**src/rtl/instr_fetch_ctrl_pkg.sv**
```systemverilog
// Shared definitions for the instruction fetch controller: widths, the NOP
// encoding, the fetch entry layout, FSM state encodings and fault detection.
package instr_fetch_ctrl_pkg;

  localparam int unsigned XLEN = 32;
  localparam int unsigned FE_W = 65;  // {fault, pc[31:0], instr[31:0]}

  localparam logic [XLEN-1:0] INSTR_NOP        = 32'h0000_0013;
  localparam logic [XLEN-1:0] DEFAULT_RESET_PC = 32'h0000_0000;

  typedef enum logic {
    FS_RUN  = 1'b0,
    FS_HALT = 1'b1
  } fetch_state_e;

  typedef struct packed {
    logic            fault;
    logic [XLEN-1:0] pc;
    logic [XLEN-1:0] instr;
  } fetch_entry_t;

  // A fetch faults when the PC is misaligned or indexes past the end of IMEM.
  function automatic logic is_fetch_fault(input logic [XLEN-1:0] pc,
                                          input int unsigned      words);
    return (pc[1:0] != 2'b00) || (pc[XLEN-1:2] >= 30'(words));
  endfunction

endpackage

```
**src/rtl/instr_fetch_ctrl_fetch_fifo.sv**
```systemverilog
// fetch_fifo: 2-entry in-order FIFO of fetch entries with a registered head.
//  clk, reset : clock, synchronous active-high reset (clears entries and head)
//  push, din  : enqueue din
//  pop        : dequeue head (caller guarantees count != 0)
//  flush      : discard all entries; priority over push/pop; head value kept
//  dout       : head entry
//  count      : number of valid entries (0..2)
module fetch_fifo
  import instr_fetch_ctrl_pkg::*;
(
  input  logic            clk,
  input  logic            reset,
  input  logic            push,
  input  logic            pop,
  input  logic            flush,
  input  logic [FE_W-1:0] din,
  output logic [FE_W-1:0] dout,
  output logic [1:0]      count
);

  logic [FE_W-1:0] head_q;
  logic [FE_W-1:0] tail_q;
  logic [1:0]      count_q;

  assign dout  = head_q;
  assign count = count_q;

  // Entry 0 lives in head_q so dout is always a flop output.
  always_ff @(posedge clk) begin
    if (reset) begin
      head_q  <= '0;
      tail_q  <= '0;
      count_q <= 2'd0;
    end else if (flush) begin
      count_q <= 2'd0;
    end else if (push && pop && (count_q != 2'd0)) begin
      if (count_q == 2'd2) begin
        head_q <= tail_q;
        tail_q <= din;
      end else begin
        head_q <= din;
      end
    end else if (push) begin
      if (count_q == 2'd0) begin
        head_q  <= din;
        count_q <= 2'd1;
      end else if (count_q == 2'd1) begin
        tail_q  <= din;
        count_q <= 2'd2;
      end
    end else if (pop && (count_q != 2'd0)) begin
      if (count_q == 2'd2) head_q <= tail_q;
      count_q <= count_q - 2'd1;
    end
  end

endmodule

```
**src/rtl/instr_fetch_ctrl.sv**
```systemverilog
// instr_fetch_ctrl: owns the PC, reads the combinational IMEM port, buffers
// fetched words in a 2-entry FIFO and hands them to decode via valid/ready.
//  clk, reset      : clock, synchronous active-high reset
//  imem_addr       : byte address to IMEM (current PC)
//  imem_data       : IMEM read data for imem_addr, same cycle
//  redirect_valid  : execute requests a PC change; flushes the buffer
//  redirect_pc     : redirect target (misaligned targets fault on fetch)
//  out_valid/ready : head handshake to decode
//  out_pc/instr    : head entry PC and instruction (NOP on fault)
//  out_fault       : head entry is a fetch fault
//  busy_halted     : fetcher stopped after pushing a fault entry
module instr_fetch_ctrl
  import instr_fetch_ctrl_pkg::*;
#(
  parameter logic [31:0] RESET_PC   = DEFAULT_RESET_PC,
  parameter int unsigned IMEM_WORDS = 64
) (
  input  logic        clk,
  input  logic        reset,
  output logic [31:0] imem_addr,
  input  logic [31:0] imem_data,
  input  logic        redirect_valid,
  input  logic [31:0] redirect_pc,
  output logic        out_valid,
  input  logic        out_ready,
  output logic [31:0] out_pc,
  output logic [31:0] out_instr,
  output logic        out_fault,
  output logic        busy_halted
);

  logic [31:0]     pc_q;
  fetch_state_e    state_q;
  logic [1:0]      count;
  logic [FE_W-1:0] head_bits;
  fetch_entry_t    head;
  fetch_entry_t    entry;
  logic            flt;
  logic            pop;
  logic            push;

  assign imem_addr = pc_q;

  // Fault detect, handshake decode and entry assembly.
  always_comb begin
    flt         = is_fetch_fault(pc_q, IMEM_WORDS);
    pop         = (count != 2'd0) && out_ready && !redirect_valid && !reset;
    push        = (state_q == FS_RUN) && !redirect_valid && !reset &&
                  ((count < 2'd2) || pop);
    entry.fault = flt;
    entry.pc    = pc_q;
    entry.instr = flt ? INSTR_NOP : imem_data;
  end

  fetch_fifo u_fifo (
    .clk   (clk),
    .reset (reset),
    .push  (push),
    .pop   (pop),
    .flush (redirect_valid),
    .din   (FE_W'(entry)),
    .dout  (head_bits),
    .count (count)
  );

  // PC and RUN/HALT state. A faulting fetch leaves the PC on the faulting address.
  always_ff @(posedge clk) begin
    if (reset) begin
      pc_q    <= RESET_PC;
      state_q <= FS_RUN;
    end else if (redirect_valid) begin
      pc_q    <= redirect_pc;
      state_q <= FS_RUN;
    end else if (push) begin
      if (flt) state_q <= FS_HALT;
      else     pc_q    <= pc_q + 32'd4;
    end
  end

  assign head        = fetch_entry_t'(head_bits);
  assign out_valid   = (count != 2'd0);
  assign out_pc      = head.pc;
  assign out_instr   = head.instr;
  assign out_fault   = head.fault;
  assign busy_halted = (state_q == FS_HALT);

endmodule

```
**config.mk**
```make
export PLATFORM = sky130hd
export DESIGN_NAME = instr_fetch_ctrl
export DESIGN_NICKNAME = d
export VERILOG_FILES = /design/src/rtl/instr_fetch_ctrl_pkg.sv /design/src/rtl/instr_fetch_ctrl_fetch_fifo.sv /design/src/rtl/instr_fetch_ctrl.sv
export SDC_FILE = /design/constraint.sdc
export NUM_CORES = 1
export LEC_CHECK = 0
export CAP_MARGIN = 20
export CORE_ASPECT_RATIO = 1.4
export CORE_UTILIZATION = 45
export DETAILED_ROUTE_END_ITERATION = 6
export PLACE_DENSITY = 0.74
export RECOVER_POWER = 100
export SLEW_MARGIN = 25
export SYNTH_ARGS = -nofsm -noshare
export SYNTH_HDL_FRONTEND = slang
export SYNTH_SLANG_ARGS = --single-unit
```
**constraint.sdc**
```tcl
create_clock -name clk -period 4.5 [get_ports clk]
set_input_delay 0.45 -clock clk [delete_from_list [all_inputs] [get_ports clk]]
set_output_delay 0.45 -clock clk [all_outputs]
set_load 0.005 [all_outputs]
```
# [After elaboration in Yosys (flattened, before gate mapping)]
# Index checks and enable logic that the tools add are counted.
[totals] reg_bits=165 input_bits=68 word_cells=66 out_inout_bits=99
[op_classes] bitwise_logic=3 muxes=19 n_addsub=2 reduce_logical=28 eq_ne=7 n_lt_le_gt_ge=2
[ops] cell="65-bit two-way mux" n=11
[ops] cell="32-bit two-way mux" n=4
[ops] cell="32-bit by 3-bit adder with 32-bit output (second input constant)" n=1
[ops] cell="30-bit by 7-bit greater-or-equal comparator with 1-bit output (second input constant)" n=1
[ops] cell="2-bit nonzero test" n=6
[ops] cell="1-bit logical AND" n=9
[ops] cell="2-bit two-way mux" n=4
[ops] cell="3-bit != test (second input constant)" n=2
[ops] cell="3-bit nonzero test" n=2
[ops] cell="5-bit AND reduction" n=1
[ops] cell="2-bit != test (second input constant)" n=2
[ops] cell="2-bit AND reduction" n=2
[ops] cell="4-bit AND reduction" n=1
[ops] cell="1-bit inverter" n=3
[ops] cell="3-bit AND reduction" n=1
[ops] cell="2-bit by 1-bit equality test with 1-bit output (second input constant)" n=1
[ops] cell="2-bit equality test (second input constant)" n=1
[ops] cell="1-bit logical NOT" n=2
[ops] cell="2-bit logical NOT" n=1
[ops] cell="1-bit logical OR" n=2
[ops] cell="2-bit < comparator (second input constant)" n=1
[ops] cell="2-bit by 1-bit != test with 1-bit output (second input constant)" n=1
[ops] cell="2-bit OR reduction" n=1
[ops] cell="2-bit by 1-bit subtractor with 2-bit output (second input constant)" n=1

# [Depth between registers and ports, before layout]
# Gate-level depths: netlist of the first run.
[depth] depth_word=10 depth_mapped=10 mapped_depth_nobuf=7

# [By module]
# Synthesis of the first run repeated with hierarchy kept, for this count alone.
[unflattened] cells_unflattened=951 hier_area_um2=8400.6
[modules_own_cells] mod="fetch_fifo" seq_area_each_um2=2642.5 instances=1 area_per_inst_um2=6396.1 cells_each=719
[modules_own_cells] mod="instr_fetch_ctrl" seq_area_each_um2=660.6 instances=1 area_per_inst_um2=2004.4 cells_each=232

# [Worst setup path before layout of the first run]
# No wires, ideal clock.
[synth_timing] path_kind="register -> register" start="register u_fifo.count_q[1] (netlist: u_fifo.count[1])" end="register u_fifo.head_q[16] (netlist: u_fifo.dout[16])" setup_slack_ps=2426 t_arrival_ps=1999 path_stages_with_launch=11 setup_time_ps=74 t_required_ps=4426 n_path_buf=3 synth_period_minus_slack_ps=2074 cell_sequence="dfxtp_1 inv_1 ha_1 nand2b_1 a21o_1 buf_2 a21oi_2 buf_4 clkbuf_1 nand3_1 a31oi_1"
[synth_between] elab_chain_len=10 elab_cells_between_ends=19 cone_classes="1 x order compare; 2 x eq/ne; 3 x mux; 13 x reduce/logical"
[synth_lines] item="from (decl)" line="instr_fetch_ctrl_fetch_fifo.sv:23" text="logic [1:0] count_q;"
[synth_lines] item="from (signal assigned)" line="instr_fetch_ctrl_fetch_fifo.sv:53" text="count_q <= count_q - 2'd1;"
[synth_lines] item="2-bit nonzero test" line="instr_fetch_ctrl_fetch_fifo.sv:36, instr_fetch_ctrl_fetch_fifo.sv:51, instr_fetch_ctrl.sv:47"
[synth_lines] item="1-bit logical AND (3 in a row)" line="instr_fetch_ctrl.sv:47" text="pop = (count != 2'd0) && out_ready && !redirect_valid && !reset;"
[synth_lines] item="1-bit logical OR" line="instr_fetch_ctrl.sv:49" text="((count < 2'd2) || pop);"
[synth_lines] item="1-bit logical AND" line="instr_fetch_ctrl.sv:48" text="push = (state_q == FS_RUN) && !redirect_valid && !reset &&"
[synth_lines] item="1-bit logical AND (2 in a row)" line="instr_fetch_ctrl_fetch_fifo.sv:36" text="end else if (push && pop && (count_q != 2'd0)) begin"
[synth_lines] item="3-bit != test (no source line) or 3-bit nonzero test (tied branches)"
[synth_lines] item="4-bit AND reduction (no source line)"
[synth_lines] item="to (signal assigned)" line="instr_fetch_ctrl_fetch_fifo.sv:38" text="head_q <= tail_q;"
[synth_lines] item="to (signal assigned)" line="instr_fetch_ctrl_fetch_fifo.sv:41" text="head_q <= din;"
[synth_lines] item="to (signal assigned)" line="instr_fetch_ctrl_fetch_fifo.sv:45" text="head_q <= din;"
[synth_lines] item="to (decl)" line="instr_fetch_ctrl_fetch_fifo.sv:21" text="logic [FE_W-1:0] head_q;"
# Parallel ways exist; a longest one is shown, timed or not.
# A chain may end at the register's enable or synchronous reset.

# [Worst setup path in the final report of the first run]
[layout_timing] start="input port redirect_valid" end="register pc_q[19] (netlist: imem_addr[19])"
[layout_between] elab_chain_len=7 elab_cells_between_ends=11 cone_classes="1 x eq/ne; 1 x mux; 9 x reduce/logical"
[layout_lines] item="from (decl)" line="instr_fetch_ctrl.sv:22" text="input logic redirect_valid,"
[layout_lines] item="1-bit logical NOT" line="instr_fetch_ctrl.sv:47, instr_fetch_ctrl.sv:48"
[layout_lines] item="1-bit logical AND (2 in a row)" line="instr_fetch_ctrl.sv:47"
[layout_lines] item="1-bit logical OR" line="instr_fetch_ctrl.sv:49"
[layout_lines] item="1-bit logical AND" line="instr_fetch_ctrl.sv:48"
[layout_lines] item="2-bit nonzero test (no source line)"
[layout_lines] item="2-bit AND reduction (no source line)"
[layout_lines] item="to (signal assigned)" line="instr_fetch_ctrl.sv:72" text="pc_q <= redirect_pc;"
[layout_lines] item="to (signal assigned)" line="instr_fetch_ctrl.sv:76" text="else pc_q <= pc_q + 32'd4;"
[layout_lines] item="to (decl)" line="instr_fetch_ctrl.sv:32" text="logic [31:0] pc_q;"
# Parallel ways exist; a longest one is shown, timed or not.

==> reports/results.ini, run 1 <==
[synthesis]
synth_mux_area_share_pct = 2.62
ys_seq_area_share_pct = 48.1
syn-cell-area_um2 = 6860
synthesis.nets = 920
synth_seq_cells = 165
syn_avg_cell_area_um2 = 8.10
ys_types = 38
synth_ff_type = dfxtp_1
synth_top_family_by_area = simple AND/OR/NAND/NOR gates
synth_xor_area_share_pct = 0.383
synth_simple_gate_area_share_pct = 21.5
netlist_instances = 847
ys_async_sr_fraction_pct = 0
synth-adder-area-share_pct = 0.911
synth-edff-count = 0
ys_warn_count = 0
synth_compound_area_share_pct = 17.6

[sta]
hold_viol = 0
rsz0062_at_grt = false
maxSlewViolCount = 68
relSlewSlack_pct = -54.8
fmax_ghz = 0.280
finalCriticalPeriod_ns = 3.57
fin_tns_setup_ns = 0
worstMarginPinSlew_ns = 2.31
period_share_pct = 79.4
skew_ns = 0.0108
setup_viol = 0

[setup_path]
path_cells = dlygate4sd3_1 -> clkbuf_1 -> inv_1 -> nor2_1 -> a22o_1
r2r_slack_ns = 1.04
slowest_stage = clkbuf_1
crit_path_end_kind = flop
critPathLaunch = redirect_valid
max_stage_delay_ns = 1.17
rr_worst_depth = 6
cp.arrival_ns = 3.93
crit_type = input port to flop
required_ns = 4.86
reg2reg_to = u_fifo.tail_q[8]$_SDFFE_PP0P_
r2r_start = u_fifo.count[1]$_SDFFE_PP0P_
crit_fanout = 20
cp-start-kind = input port

[worst_hold_path]
hold_path_depth = 2
hold_end = u_fifo.tail_q[15]$_SDFFE_PP0P_
hp-class = input port to flop
hp-start = reset

[cells_and_area]
regArea_um2 = 3300
multi_input_area_um2 = 2970
fin_nets = 1010
layout_commonest_cell = nand2_1
fillers = 1387
layout-drive-gt1-share_pct = 4.95
diodes = 0
area_growth_pct = 29.7
layout_common_cells = nand2_1, dfxtp_1, dlygate4sd3_1, clkdlybuf4s50_1, a21oi_1

[status]
status = finished with violations
violations = max-capacitance violations, max-slew violations

[route]
drt.antenna.violating_nets = 0
routedWlPerCell_um = 15.9
routed_via_density = 5.48
drtIter0Drc = 345
num_vias = 6254
drtPass1Iterations = 5
post-route-drc-count = 0
wl_um = 18200

[clocking]
cts_max_level = 4
clock_sinks = 165
clkLatencyLatePin_ns = 0.42
cts-root-buf = clkbuf_16
cts_resized = 0
cts_buffers = 17
clk_pin_slew_ns = 0.06
post-cts-setup-buffer-count = 0
clk_path_buf_depth = 2
cts_tree = built
cts_hold_buf = 0

[pwr]
power.total_w = 0.00332
p_leak_nw = 3.18
pwr_density_cell_nw_per_um2 = 373
max-vdd-ir-drop_mv = 0.229

[grt]
grt_usage_pct = 23.1
grt_max_degree = 130
antenna_found_initial = 0
grt_pass1_vias = 5892
grt.overflow.total = 0
grt_pass1_wl_um = 29000

[floorplan]
start_util_pct = 45.8
die_h_um = 148
die_w_um = 106
core_um2 = 15000
die-area_um2 = 15800
fp-row-count = 53
io_pins = 167

[placed_design]
gp_congestion = 0.822
portBuffers = 166
dp_hpwl_um = 11600

[flow_run]
cap_violations = 3

==> kinds of logic (layout without fill, tap and decap cells) <==
group | Yosys count | after routing
and+or+nand+nor | 350 | 350
muxes | 18 | 18
xor gates and xnor gates | 3 | 3
AOI/OAI and AO/OA | 189 | 189
DFF | 165 | 165
buffers and inverters | 117 | 220
adders and majority gates | 5 | 5
==> critical path: cells and delay by family <==
kind            cells  cell delay, ns
compound gates      1            0.24
buf+inv             3            2.28
simple gates        1            0.93
==> metrics by stage <==
step | hold WS (ns) | instances | instance area (um2) | worst slack [ns] | utilization (%)
2_1_floorplan | 0.437 | 847 | 6860 | 2.43 | -
3_3_place_gp | 0.441 | 1110 | 8340 | 1.35 | 55.6
3_5_place_dp | 0.447 | 1110 | 8340 | 1.30 | 55.6
4_1_cts | 0.360 | 1142 | 8940 | 1.45 | 59.6
5_1_grt | 0.390 | 1142 | 8900 | 0.686 | 59.4
6_report | 0.390 | 1142 | 8900 | 0.927 | 59.4
==> synth_stat cells (all sizes together), types with 12 or more instances <==
| master | count | share of area, % |
|---|---|---|
| nor2 | 59 | 3.2 |
| a311oi | 32 | 4.1 |
| dfxtp | 165 | 48 |
| a31oi | 30 | 2.7 |
| a22o | 12 | 1.5 |
| a21oi | 65 | 4.8 |
| inv | 12 | 0.66 |
| clkbuf | 44 | 2.4 |
| mux2i | 18 | 2.6 |
| o21ai | 34 | 2.5 |
| nand2 | 190 | 10 |
| nand3 | 61 | 4.4 |
| buf | 61 | 5.8 |
| nor3 | 19 | 1.4 |
==> power by group <==
| group | internal (W) | switching (W) |
|---|---|---|
| Clock | 0.000833 | 0.000619 |
| Sequential | 0.00151 | 0.0000445 |
| Combinational | 0.000161 | 0.000152 |
==> worst max path at each step <==
stage                                        end  depth (start not counted)  slack, ns
CTS                 u_fifo.dout[53]$_SDFFE_PP0P_                          8       1.45
finish                imem_addr[19]$_SDFFE_PP0P_                          5       0.93
global route          imem_addr[28]$_SDFFE_PP0P_                          5       0.69
detailed placement  u_fifo.dout[53]$_SDFFE_PP0P_                          7       1.30
floorplan           u_fifo.dout[16]$_SDFFE_PP0P_                         10       2.43
global placement    u_fifo.dout[52]$_SDFFE_PP0P_                          7       1.35
==> per-layer routing <==
layer	vias up	share of wire, %	GRT usage [%]
met2	193	51	40.6
met3	30	5.2	3.94
li1	3088	-	-
met5	-	0	0
met4	0	2.7	10.8
met1	2943	41	27.1
==> flip-flops by register name, summed over array words and instances, names as in the netlist <==
name / cells
imem_addr: 32
u_fifo.tail_q: 65
busy_halted: 1
u_fifo.dout: 65
u_fifo.count: 2
==> layout make-up <==
| class | instances | share of cell area (%) |
|---|---|---|
| Timing Repair Buffer | 176 | 19.6 |
| Clock inverter | 14 | 1.90 |
| Sequential cell | 165 | 37.1 |
| Inverter | 12 | 0.506 |
| Multi-Input combinational cell | 565 | 33.4 |
| Tap cell | 192 | 2.70 |
| Clock buffer | 18 | 4.82 |
Power figures use the tool's default switching activity.
==> inputs of run 2 (changes only) <==
==> constraint.sdc (replaced) <==
create_clock -name clk -period 3.5 [get_ports clk]
set_input_delay 0.35 -clock clk [delete_from_list [all_inputs] [get_ports clk]]
set_output_delay 0.35 -clock clk [all_outputs]
set_load 0.005 [all_outputs]
==> run 2 against run 1 <==
The flow still finishes with violations (max-capacitance violations, max-slew violations). Hold slack improved by 0.064 ns. Combinational power rose by 30%. Register-to-register slack worse by 0.56 ns. Sequential power increased by 28%. Flip-flop and latch count unchanged. Final cell count is 0.26% higher. Non-clock buffer count is 3 higher. Power is 34% higher. Cell area increased by 0.94%. Critical endpoint is now u_fifo.dout[22]$_SDFFE_PP0P_.
==> reports/results.ini, run 2 (synthesis results as in run 1) <==
[route]
routed_via_density = 5.43
wl_um = 18300
drtPass1Iterations = 7
drt.antenna.violating_nets = 0
routedWlPerCell_um = 15.9
num_vias = 6215
post-route-drc-count = 0
drtIter0Drc = 348

[setup_path]
critical_path_buf_inv_count = 2
max_stage_delay_ns = 0.81
path_cells = inv_1 -> ha_1 -> nand2b_1 -> a21o_1 -> a21o_2 -> clkbuf_2 -> nand2_1 -> a31oi_1
crit_type = flop to flop
required_ns = 3.84
cp-start-kind = flop
cp.arrival_ns = 3.36
crit_fanout = 48
cp_top_family = compound AO/OA/AOI/OAI gates
slowest_stage = a21o_2
crit_path_end_kind = flop

[worst_hold_path]
hp-class = flop to flop

[grt]
grt_pass1_vias = 5766
antenna_found_initial = 0
grt.overflow.total = 0
grt_usage_pct = 23.3
grt_pass1_wl_um = 29000
grt_max_degree = 98

[placed_design]
portBuffers = 166
dp_hpwl_um = 11600
gp_congestion = 0.767
dp_slack_ns = 0.583

[pwr]
clkPwrFrac_pct = 45.8
power.internal_w = 0.00336
combPwrFrac_pct = 9.2
p_leak_nw = 3.21
power.total_w = 0.00443
max-vdd-ir-drop_mv = 0.271
power_switching_share_pct = 24.1
pwr_density_cell_nw_per_um2 = 493
p_sw_w = 0.00107
p_seq_share_pct = 45.0

[floorplan]
die_w_um = 106
die_h_um = 148
io_pins = 167
start_util_pct = 45.8
die-area_um2 = 15800
core_um2 = 15000
fp-row-count = 53

[sta]
setup_viol = 0
finalCriticalPeriod_ns = 3.02
finalWorstSetupSlack_ns = 0.480
fmax_ghz = 0.331
worstMarginPinSlew_ns = 1.68
rsz0062_at_grt = false
skew_ns = 0.0101
period_share_pct = 86.3
fin_tns_setup_ns = 0
relSlewSlack_pct = -11.9
maxSlewViolCount = 47
hold_viol = 0

[clocking]
clkLatencyLatePin_ns = 0.42
cts_tree = built
cts_hold_buf = 0
clock_sinks = 165
cts_resized = 0
clk_path_buf_depth = 2
clk_pin_slew_ns = 0.07
post-cts-setup-buffer-count = 0
cts-root-buf = clkbuf_16
cts_buffers = 17
cts_max_level = 4

[cells_and_area]
fillers = 1394
layout_commonest_cell = nand2_1
layout-drive-gt1-share_pct = 5.35
area_growth_pct = 31.0
diodes = 0
layout_common_cells = nand2_1, dfxtp_1, dlygate4sd3_1, clkdlybuf4s50_1, a21oi_1
fin_nets = 1013

[flow_run]
cap_violations = 1

[status]
violations = max-capacitance violations, max-slew violations
status = finished with violations

[run 2: worst min-delay path, cell delays in order (launching register included)]
cell,delay [ns]
dfxtp_1,0.31
nand2_1,0.05
a21oi_1,0.05
[run 2: cell type report]
type | instances | area (um2) | area share, %
clock inverter | 15 | 215 | 2.39
timing repair buffer | 179 | 1780 | 19.8
tap | 192 | 240 | 2.67
clock buffer | 17 | 425 | 4.73
sequential | 165 | 3300 | 36.7
multi-input combinational | 565 | 2980 | 33.2
inverter | 12 | 45.0 | 0.501
[run 2: power groups by stage]
stage | clock network (W) | registers, W | logic (W)
after CTS | 0.00205 | 0.00200 | 0.000434
after detailed placement | 0 | 0.00204 | 0.000433
final | 0.00203 | 0.00199 | 0.000406
after global routing | 0.00215 | 0.00200 | 0.000443
after global placement | 0 | 0.00204 | 0.000428
after floorplan | 0 | 0.00202 | 0.000210
[run 2: worst paths after layout]
path,endpoint,from,cells past startpoint,slack [ns]
worst min register to register,u_fifo.tail_q[5]$_SDFFE_PP0P_,u_fifo.tail_q[5]$_SDFFE_PP0P_,2,0.45
worst min-delay path,u_fifo.tail_q[5]$_SDFFE_PP0P_,u_fifo.tail_q[5]$_SDFFE_PP0P_,2,0.45
worst max-delay path,u_fifo.dout[22]$_SDFFE_PP0P_,u_fifo.count[1]$_SDFFE_PP0P_,8,0.48
worst max register to register,u_fifo.dout[22]$_SDFFE_PP0P_,u_fifo.count[1]$_SDFFE_PP0P_,8,0.48
[run 2: stage by stage]
step                      cells  utilization [%]  area, um2  hold slack (ns)
after global placement     1113             55.9       8370            0.441
final                      1145             60.0       8990            0.454
after detailed placement   1113             55.9       8370            0.447
after CTS                  1145             60.2       9010            0.437
after global routing       1145             60.0       8990            0.465
after floorplan             847                -       6860            0.437
[run 2: routing by layer]
metal | share of wire (%) | GRT usage, %
met3 | 4.4 | 4.16
met5 | 0 | 0
met1 | 42 | 28.4
met2 | 51 | 40.2
met4 | 2.2 | 10.0
==> inputs of run 3 (changes only) <==
==> constraint.sdc (replaced) <==
create_clock -name clk -period 3.5 [get_ports clk]
set_input_delay 1.05 -clock clk [delete_from_list [all_inputs] [get_ports clk]]
set_output_delay 1.05 -clock clk [all_outputs]
set_load 0.005 [all_outputs]
==> run 3 against run 2 <==
Highest routed layer unchanged. Setup slack worse by 0.061 ns. Largest power group unchanged. Combinational power up 2%. Routed wire length up 0.69%. Utilization up 0.73 points. Die area unchanged. The flow now finishes without violations. Fmax down 2.0%.
==> reports/results.ini, run 3 (synthesis results as in run 1) <==
[setup_path]
max_stage_delay_ns = 0.54
rr_worst_depth = 9
path_cells = dlygate4sd3_1 -> or3_1 -> a21o_1 -> nor3_1 -> clkbuf_1 -> mux2i_1 -> a211oi_1
crit_type = input port to flop
cp.arrival_ns = 3.33
critical_path_buf_inv_count = 2
cp-start-kind = input port
slowest_stage = dlygate4sd3_1
required_ns = 3.75
crit_path_end_kind = flop
crit_fanout = 10
crit_cells = 7
cp_top_family = buffers and inverters

[cells_and_area]
layout_common_cells = nand2_1, dfxtp_1, dlygate4sd3_1, clkdlybuf4s50_1, a21oi_1
fillers = 1352
layout-drive-gt1-share_pct = 5.74
area_growth_pct = 32.5
diodes = 0
layout_commonest_cell = nand2_1
regArea_um2 = 3300
stdcell_area_um2 = 9100
fin_nets = 1019
multi_input_area_um2 = 2980

[route]
post-route-drc-count = 0
routedWlPerCell_um = 16.0
drtPass1Iterations = 5
drt.antenna.violating_nets = 0
wl_um = 18400
num_vias = 6266
routed_via_density = 5.44
drtIter0Drc = 368

[grt]
grt_usage_pct = 23.7
grt_max_degree = 97
grt.overflow.total = 0
antenna_found_initial = 0
grt_pass1_vias = 5935
grt_pass1_wl_um = 29600

[worst_hold_path]
hold_path_depth = 2
hp-class = flop to flop

[floorplan]
die_h_um = 148
core_um2 = 15000
die-area_um2 = 15800
io_pins = 167
start_util_pct = 45.8
fp-row-count = 53
die_w_um = 106

[sta]
hold_viol = 0
maxSlewViolCount = 0
fmax_ghz = 0.325
skew_ns = 0.00758
period_share_pct = 88.0
relSlewSlack_pct = 33.0
setup_viol = 0
worstMarginPinSlew_ns = 1.01
rsz0062_at_grt = false
finalCriticalPeriod_ns = 3.08
fin_tns_setup_ns = 0

[clocking]
clkLatencyLatePin_ns = 0.42
cts_hold_buf = 0
clk_pin_slew_ns = 0.06
cts_buffers = 17
cts-root-buf = clkbuf_16
cts_tree = built
cts_max_level = 4
post-cts-setup-buffer-count = 0
clk_path_buf_depth = 2
cts_resized = 0
clock_sinks = 165

[pwr]
p_leak_nw = 3.27
max-vdd-ir-drop_mv = 0.287
pwr_density_cell_nw_per_um2 = 490

[placed_design]
portBuffers = 166
dp_hpwl_um = 11800
gp_congestion = 0.830
dpl-instance-area_um2 = 8470

[status]
status = finished, final reports clean

[flow_run]
cap_violations = 0

run 3: changes by cell type in the layout (fill, tap and decap cells not counted), moves of 2 or more:
| cell | delta |
|---|---|
| clkbuf_2 | -2 |
| clkinv_4 | +4 |
| clkinvlp_4 | -2 |
| buf_4 | +2 |
| buf_12 | +4 |
| inv_6 | -2 |
run 3: final timing paths:
kind         slack (ns)                             end                            from
max reg2reg        0.83    u_fifo.dout[62]$_SDFFE_PP0P_    u_fifo.count[1]$_SDFFE_PP0P_
min reg2reg        0.45  u_fifo.tail_q[35]$_SDFFE_PP0P_  u_fifo.tail_q[35]$_SDFFE_PP0P_
min                0.45  u_fifo.tail_q[35]$_SDFFE_PP0P_  u_fifo.tail_q[35]$_SDFFE_PP0P_
max                0.42       imem_addr[3]$_SDFFE_PP0P_                  redirect_valid
run 3: layout make-up:
type | count | share of cell area (%)
well taps | 192 | 2.64
clock inverters | 14 | 2.39
inverters | 12 | 0.495
multi-input cells | 565 | 32.7
repair buffers | 185 | 20.6
clock buffers | 18 | 4.83
flip-flops and latches | 165 | 36.3
run 3: tightest hold or removal path, stage by stage (launching register included):
cell and delay (ns):
dfxtp_1 0.31, nand2_1 0.05, a21oi_1 0.05
run 3: per-stage QoR:
step / hold slack [ns] / power (W) / instances / setup WS (ns) / util (%)
6_report: 0.455 / 0.00446 / 1151 / 0.419 / 60.7
5_1_grt: 0.471 / 0.00460 / 1151 / 0.251 / 60.7
4_1_cts: 0.455 / 0.00452 / 1151 / 0.468 / 60.9
3_5_place_dp: 0.447 / 0.00248 / 1119 / 0.221 / 56.5
3_3_place_gp: 0.441 / 0.00248 / 1119 / 0.254 / 56.5
2_1_floorplan: 0.437 / 0.00223 / 847 / 0.917 / -
run 3: power by group:
group          internal [W]  total [W]  switching, W
clock               0.00124    0.00205      0.000811
combinational      0.000217   0.000415      0.000198
sequential          0.00194    0.00199     0.0000565
run 3: metal layers:
| metal | track usage [%] | vias to the layer above | part of all wire (%) |
|---|---|---|---|
| met2 | 41.3 | 182 | 51 |
| met4 | 11.0 | 0 | 3.0 |
| met3 | 3.55 | 41 | 4.4 |
| met5 | 0 | - | 0 |
| li1 | - | 3104 | - |
| met1 | 28.4 | 2939 | 41 |
